## config.mk

```make
export PLATFORM = sky130hd
export DESIGN_NAME = rr_arb4way16_flat
export DESIGN_NICKNAME = d
export VERILOG_FILES = /design/src/rtl/rr_arb4way16_if.sv /design/src/rtl/rr_arb4way16.sv /design/src/flat_wrapper.sv
export SDC_FILE = /design/constraint.sdc
export NUM_CORES = 1
export LEC_CHECK = 0
export ABC_AREA = 1
export CORE_MARGIN = 2
export CORE_UTILIZATION = 41
export CTS_CLUSTER_DIAMETER = 60
export DETAILED_ROUTE_END_ITERATION = 6
export GPL_ROUTABILITY_DRIVEN = 1
export GPL_TIMING_DRIVEN = 0
export PLACE_DENSITY = 0.81
export SLEW_MARGIN = 40
export SYNTH_ARGS = -nofsm -noshare
export SYNTH_HDL_FRONTEND = slang
export SYNTH_SLANG_ARGS = --single-unit
export TNS_END_PERCENT = 5
```

## constraint.sdc

```tcl
create_clock -name clk -period 2.6 [get_ports clk]
set_input_delay 0.52 -clock clk [delete_from_list [all_inputs] [get_ports clk]]
set_output_delay 0.52 -clock clk [all_outputs]
set_load 0.03 [all_outputs]
```

## src/rtl/rr_arb4way16_if.sv

```systemverilog
// Handshake and data bundle between four producers, the round-robin arbiter and its consumer.
interface rr_arb4way16_if #(
    parameter int WIDTH = 16
);
    logic [WIDTH-1:0] a;
    logic [WIDTH-1:0] b;
    logic [WIDTH-1:0] c;
    logic [WIDTH-1:0] d;
    logic [3:0]       req_valid;
    logic [3:0]       req_ready;
    logic [WIDTH-1:0] out;
    logic             out_valid;
    logic             out_ready;
    logic [1:0]       sel;
    logic [15:0]      xfer_cnt;

    // Producer/consumer side: drives source words and accepts the output.
    modport master (
        output a, b, c, d, req_valid, out_ready,
        input  req_ready, out, out_valid, sel, xfer_cnt
    );

    // Arbiter side.
    modport slave (
        input  a, b, c, d, req_valid, out_ready,
        output req_ready, out, out_valid, sel, xfer_cnt
    );
endinterface

```

## src/rtl/rr_arb4way16.sv

```systemverilog
// 4-source round-robin arbiter feeding a single-entry registered output stage;
// sel uses mux4way16 encoding (00=a .. 11=d).
module rr_arb4way16 #(
    parameter int WIDTH = 16
) (
    input  logic           clk,
    input  logic           reset,
    rr_arb4way16_if.slave  bus
);

    logic [1:0]       last_grant_q;
    logic [1:0]       last_grant_d;
    logic [1:0]       sel_q;
    logic [1:0]       sel_d;
    logic [WIDTH-1:0] out_q;
    logic [WIDTH-1:0] out_d;
    logic             out_valid_q;
    logic             out_valid_d;
    logic [15:0]      xfer_cnt_q;
    logic [15:0]      xfer_cnt_d;

    logic [1:0]       grant_s;
    logic [1:0]       scan_idx_s;
    logic             grant_found_s;
    logic             can_accept_s;
    logic             accept_s;
    logic             drain_s;
    logic [3:0]       req_ready_s;
    logic [WIDTH-1:0] grant_data_s;

    // Scan sources starting just after the last winner; first requester wins.
    always_comb begin
        grant_found_s = 1'b0;
        grant_s       = 2'b00;
        scan_idx_s    = 2'b00;
        for (int k = 1; k <= 4; k++) begin
            scan_idx_s = last_grant_q + 2'(k);
            if (!grant_found_s && bus.req_valid[scan_idx_s]) begin
                grant_found_s = 1'b1;
                grant_s       = scan_idx_s;
            end else begin
                grant_found_s = grant_found_s;
            end
        end
    end

    // The slot can take a word when empty or when it drains this same cycle.
    assign can_accept_s = !out_valid_q || bus.out_ready;
    assign accept_s     = grant_found_s && can_accept_s && !reset;
    assign drain_s      = out_valid_q && bus.out_ready;

    // One-hot grant, suppressed under backpressure and during reset.
    always_comb begin
        req_ready_s = 4'b0000;
        if (accept_s) begin
            req_ready_s[grant_s] = 1'b1;
        end else begin
            req_ready_s = 4'b0000;
        end
    end

    // Select the winning source word.
    always_comb begin
        case (grant_s)
            2'b00:   grant_data_s = bus.a;
            2'b01:   grant_data_s = bus.b;
            2'b10:   grant_data_s = bus.c;
            2'b11:   grant_data_s = bus.d;
            default: grant_data_s = {WIDTH{1'b0}};
        endcase
    end

    // Next state of the output stage; accept takes precedence over a plain drain.
    always_comb begin
        out_d        = out_q;
        out_valid_d  = out_valid_q;
        sel_d        = sel_q;
        last_grant_d = last_grant_q;
        if (accept_s) begin
            out_d        = grant_data_s;
            out_valid_d  = 1'b1;
            sel_d        = grant_s;
            last_grant_d = grant_s;
        end else if (drain_s) begin
            out_valid_d  = 1'b0;
        end else begin
            out_valid_d  = out_valid_q;
        end
    end

    // Handshake counter, free-running modulo 2^16.
    always_comb begin
        if (drain_s) begin
            xfer_cnt_d = xfer_cnt_q + 16'd1;
        end else begin
            xfer_cnt_d = xfer_cnt_q;
        end
    end

    // State registers; last_grant resets to 3 so source 0 is scanned first.
    always_ff @(posedge clk) begin
        if (reset) begin
            out_q        <= {WIDTH{1'b0}};
            out_valid_q  <= 1'b0;
            sel_q        <= 2'b00;
            last_grant_q <= 2'b11;
            xfer_cnt_q   <= 16'd0;
        end else begin
            out_q        <= out_d;
            out_valid_q  <= out_valid_d;
            sel_q        <= sel_d;
            last_grant_q <= last_grant_d;
            xfer_cnt_q   <= xfer_cnt_d;
        end
    end

    assign bus.req_ready = req_ready_s;
    assign bus.out       = out_q;
    assign bus.out_valid = out_valid_q;
    assign bus.sel       = sel_q;
    assign bus.xfer_cnt  = xfer_cnt_q;

endmodule
```

## src/flat_wrapper.sv

```systemverilog
// flat-port wrapper written by rule: the top's interface ports become plain ports
module rr_arb4way16_flat 
#(
    parameter int WIDTH = 16
)
  (clk, reset, bus_a, bus_b, bus_c, bus_d, bus_req_valid, bus_out_ready, bus_req_ready, bus_out, bus_out_valid, bus_sel, bus_xfer_cnt);
  rr_arb4way16_if #(.WIDTH(WIDTH)) bus_i ();
  input  logic clk;
  input  logic reset;
  input wire logic [$bits(bus_i.a)-1:0] bus_a;
  input wire logic [$bits(bus_i.b)-1:0] bus_b;
  input wire logic [$bits(bus_i.c)-1:0] bus_c;
  input wire logic [$bits(bus_i.d)-1:0] bus_d;
  input wire logic [$bits(bus_i.req_valid)-1:0] bus_req_valid;
  input wire logic [$bits(bus_i.out_ready)-1:0] bus_out_ready;
  output wire logic [$bits(bus_i.req_ready)-1:0] bus_req_ready;
  output wire logic [$bits(bus_i.out)-1:0] bus_out;
  output wire logic [$bits(bus_i.out_valid)-1:0] bus_out_valid;
  output wire logic [$bits(bus_i.sel)-1:0] bus_sel;
  output wire logic [$bits(bus_i.xfer_cnt)-1:0] bus_xfer_cnt;
  assign bus_i.a = bus_a;
  assign bus_i.b = bus_b;
  assign bus_i.c = bus_c;
  assign bus_i.d = bus_d;
  assign bus_i.req_valid = bus_req_valid;
  assign bus_i.out_ready = bus_out_ready;
  assign bus_req_ready = bus_i.req_ready;
  assign bus_out = bus_i.out;
  assign bus_out_valid = bus_i.out_valid;
  assign bus_sel = bus_i.sel;
  assign bus_xfer_cnt = bus_i.xfer_cnt;
  rr_arb4way16 #(.WIDTH(WIDTH)) u_core (.clk(clk), .reset(reset), .bus(bus_i));
endmodule
```

==> metrics.md <==
| Metric | Value |
|---|---|
| Status | `finished, final reports clean` |
| Cell Chain, Critical Path | `dlygate4sd2_1 -> nand2_1 -> nand2_1 -> nand2_1 -> nand2_2 -> nor2_4 -> nand4_2 -> nand2_4 -> buf_4 -> buf_4 -> nor2_4 -> buf_6` |
| Worst hold path depth | `2` |
| TritonCTS buffer count | `5` |
| Pin count of the biggest net entering global routing | `14` |
| Leakage | `about 1.6 nW` |
| Overflow left after global routing | `0` |
| GPL Wtd Cong | `about 0.85` |
| Ports | `110` |
| GRT Util Overall | `23.6%` |
| Clock buffer depth | `2` |
| Detailed-route vias per instance | `about 5.1` |
| R2R cell count | `17` |
| Drt total wl | `7620 um` |
| Synth top area cells | `dfxtp_1, nand2_1, nand3_1, a21oi_1, nor2_1` |
| CP Class | `in2out` |
| Syn Area/Cell | `6.54 um^2` |
| Cell taking the most area after synthesis | `dfxtp_1` |
| Area Overhead vs Synth | `69.9%` |
| DR iter-0 viols | `127` |
| Final #Nets | `554` |
| DR vias | `2831` |
| Starting Density | `around two fifths` |
| Skew-Pair Late Insertion Delay | `approximately 0.29 ns` |
| Clk_skew | `0.00683 ns` |
| Max cap viols | `0` |
| CP top delay family | `simple AND/OR/NAND/NOR gates` |
| Antenna cells | `0` |
| Max incr delay on CP | `roughly 0.26 ns` |
| GRT busiest layer | `met2` |
| CP arrival | `2.06 ns` |
| Vias in the first global route | `2574` |
| Post-Place Cell Area | `0.00346 mm^2` |
| Post-Syn Area | `0.00228 mm^2` |
| Wirelength per Cell | `13.7 um` |
| Endpoints failing setup | `0` |
| Final HPWL DP | `5490 um` |
| Final Hold Viols | `0` |
| Crit path max fanout | `10` |
| Most common cell after layout, fill and taps aside | `clkdlybuf4s50_1` |
| Area of the core | `roughly 0.0054 mm^2` |
| Worst Setup Start Kind | `primary input` |
| WP buf/inv | `4` |
| Finished Cell Area | `0.00387 mm^2` |
| Site Rows | `27` |
| Tot Pwr | `0.00512 W` |
| Layout cells sized above 1 | `19.0%` |
| Final slew viol count | `0` |
| Most frequent CP cell | `nand2_1` |
| Sequential fraction of the synthesis area | `32.5%` |
| Mapped Cells | `348` |
| Met3 Usage GRT | `8.05%` |
| Peak supply drop | `0.914 mV` |
| Port Buffers | `about 110` |
| Max_slew headroom | `62.5%` |
| Power density over the cells | `1320 mW/mm^2` |
| Setup crit end kind | `output port` |
| Area of the die | `0.00616 mm^2` |
| H-tree depth | `2` |
| Post-Syn Nets | `420` |
| Synth top area share | `32.5%` |
| Worst Hold Class | `reg2reg` |
| Crit path time final | `2.58 ns` |
| Fin crit share | `slightly below 100%` |
| Chip width | `a little under 80 um` |
| Levels on crit path | `12` |
| Post-synthesis cell type count | `37` |
| Slew @ Worst Pin | `0.563 ns` |
| Flop and latch count out of synthesis | `37` |
| # DRC | `0` |
| Clk sinks | `37` |
| Fmax | `0.388 GHz` |
| Die H | `78.5 um` |
| Root buf cell | `clkbuf_8` |
| RSZ-0062 raised after global routing | `yes` |
| Global-route met2 utilization | `a little over two fifths` |
| M1 GR Usage | `25.6%` |
| Most frequent cells in the layout | `clkdlybuf4s50_1, nand2_1, nand3_1` |
| First-pass GRT wire length | `approximately 12000 um` |
| TritonCTS clock tree | `yes` |
| Worst path slowest cell | `dlygate4sd2_1` |
| WP data required | `about 2.1 ns` |
| Synth Warn # | `0` |
| DRT Pass-1 Iters | `4` |
| Reg clk slew, reported paths | `0.08 ns` |
| Initial antenna violation count | `0` |
| ANT nets after route | `0` |
synthesized netlist by cell type, drive strengths merged:
master  instances
a21oi          21
nand2         115
dfxtp          37
clkbuf          4
nor3b           1
nor3            7
a21boi          1
nor2           30
or2             3
clkinv          1
xor2            1
nand4          13
buf             8
and3            2
nor4            1
nand3          41
inv            32
xnor2           2
ha              1
o21a            3
o21ai          24
flip-flops by register name, summed over array words and instances, names as in the netlist:
| signal | count |
|---|---|
| u_core.bus.out | 16 |
| u_core.last_grant_q | 2 |
| u_core.bus.sel | 2 |
| u_core.bus.out_valid | 1 |
| u_core.bus.xfer_cnt | 16 |
what timing repair did:
| item | 4_1_cts | 5_1_grt |
|---|---|---|
| setup buffers | 11 | 7 |
| pin swaps | 9 | 11 |
| resized for setup | 43 | 38 |
| hold buffers | 0 | 0 |
| endpoints found under the setup margin | 4 | 4 |
worst register-to-register path, cell delays in order, from the launching register on:
cell	delay [ns]
dfxtp_2	0.33
buf_8	0.13
clkinv_8	0.08
nand2_4	0.07
nand2_1	0.07
nand2_1	0.07
nand2_2	0.07
nor2_4	0.14
nand3_2	0.10
nand2_4	0.08
nand2_4	0.07
buf_12	0.14
buf_4	0.15
buf_6	0.14
o21ai_2	0.11
nand3_1	0.08
nand2_1	0.07
nand2_1	0.04
metal layers:
layer / up-vias / routed length, um
met5: - / 0
met4: 0 / 115
met3: 14 / 633
met2: 119 / 3930
met1: 1289 / 2940
li1: 1409 / -
layout make-up:
type,instances,area (um^2)
fillers,442,1570
multi-input cells,266,1420
repair buffers,127,1230
flip-flops and latches,37,743
inverters,33,156
plain buffers,12,111
well taps,72,90.1
clock buffers,5,68.8
clock inverters,3,46.3
path summary, 6_finish.rpt:
check,from,endpoint,slack (ns)
worst max-delay path,bus_req_valid[3],bus_req_ready[1],0.02
worst min-delay path,u_core.bus.out[14],u_core.bus.out[14],0.47
worst max register to register,u_core.last_grant_q[0],u_core.bus.out[14],0.54
worst min register to register,u_core.bus.out[14],u_core.bus.out[14],0.47
kinds of logic after synthesis:
kind of cell,after synthesis,synth area share (%)
xor+xnor,3,1.15
simple gates,213,44.7
buf+inv,45,9.62
compound gates,49,11.4
fa+ha+maj,1,0.550
flops,37,32.5
through the flow:
step           hold WS [ns]  utilization, %  instances  setup TNS [ns]  setup WS [ns]
3_3_place_gp          0.458            63.6        529           -3.44         -0.913
3_5_place_dp          0.461            63.6        529           -3.56         -0.945
5_1_grt               0.491            71.1        555          -0.128        -0.0503
4_1_cts               0.473            67.8        548               0        0.00385
6_report              0.468            71.1        555               0         0.0203
2_1_floorplan         0.594               -        348               0          0.188
report_power, final:
part / internal (W) / switching (W) / leakage [nW] / total [W]
combinational: 0.00153 / 0.00227 / 1.29 / 0.00380
clock: 0.000287 / 0.000226 / 0.0543 / 0.000513
sequential: 0.000724 / 0.0000832 / 0.304 / 0.000807
Note: power is estimated with default switching activity, not from simulation.
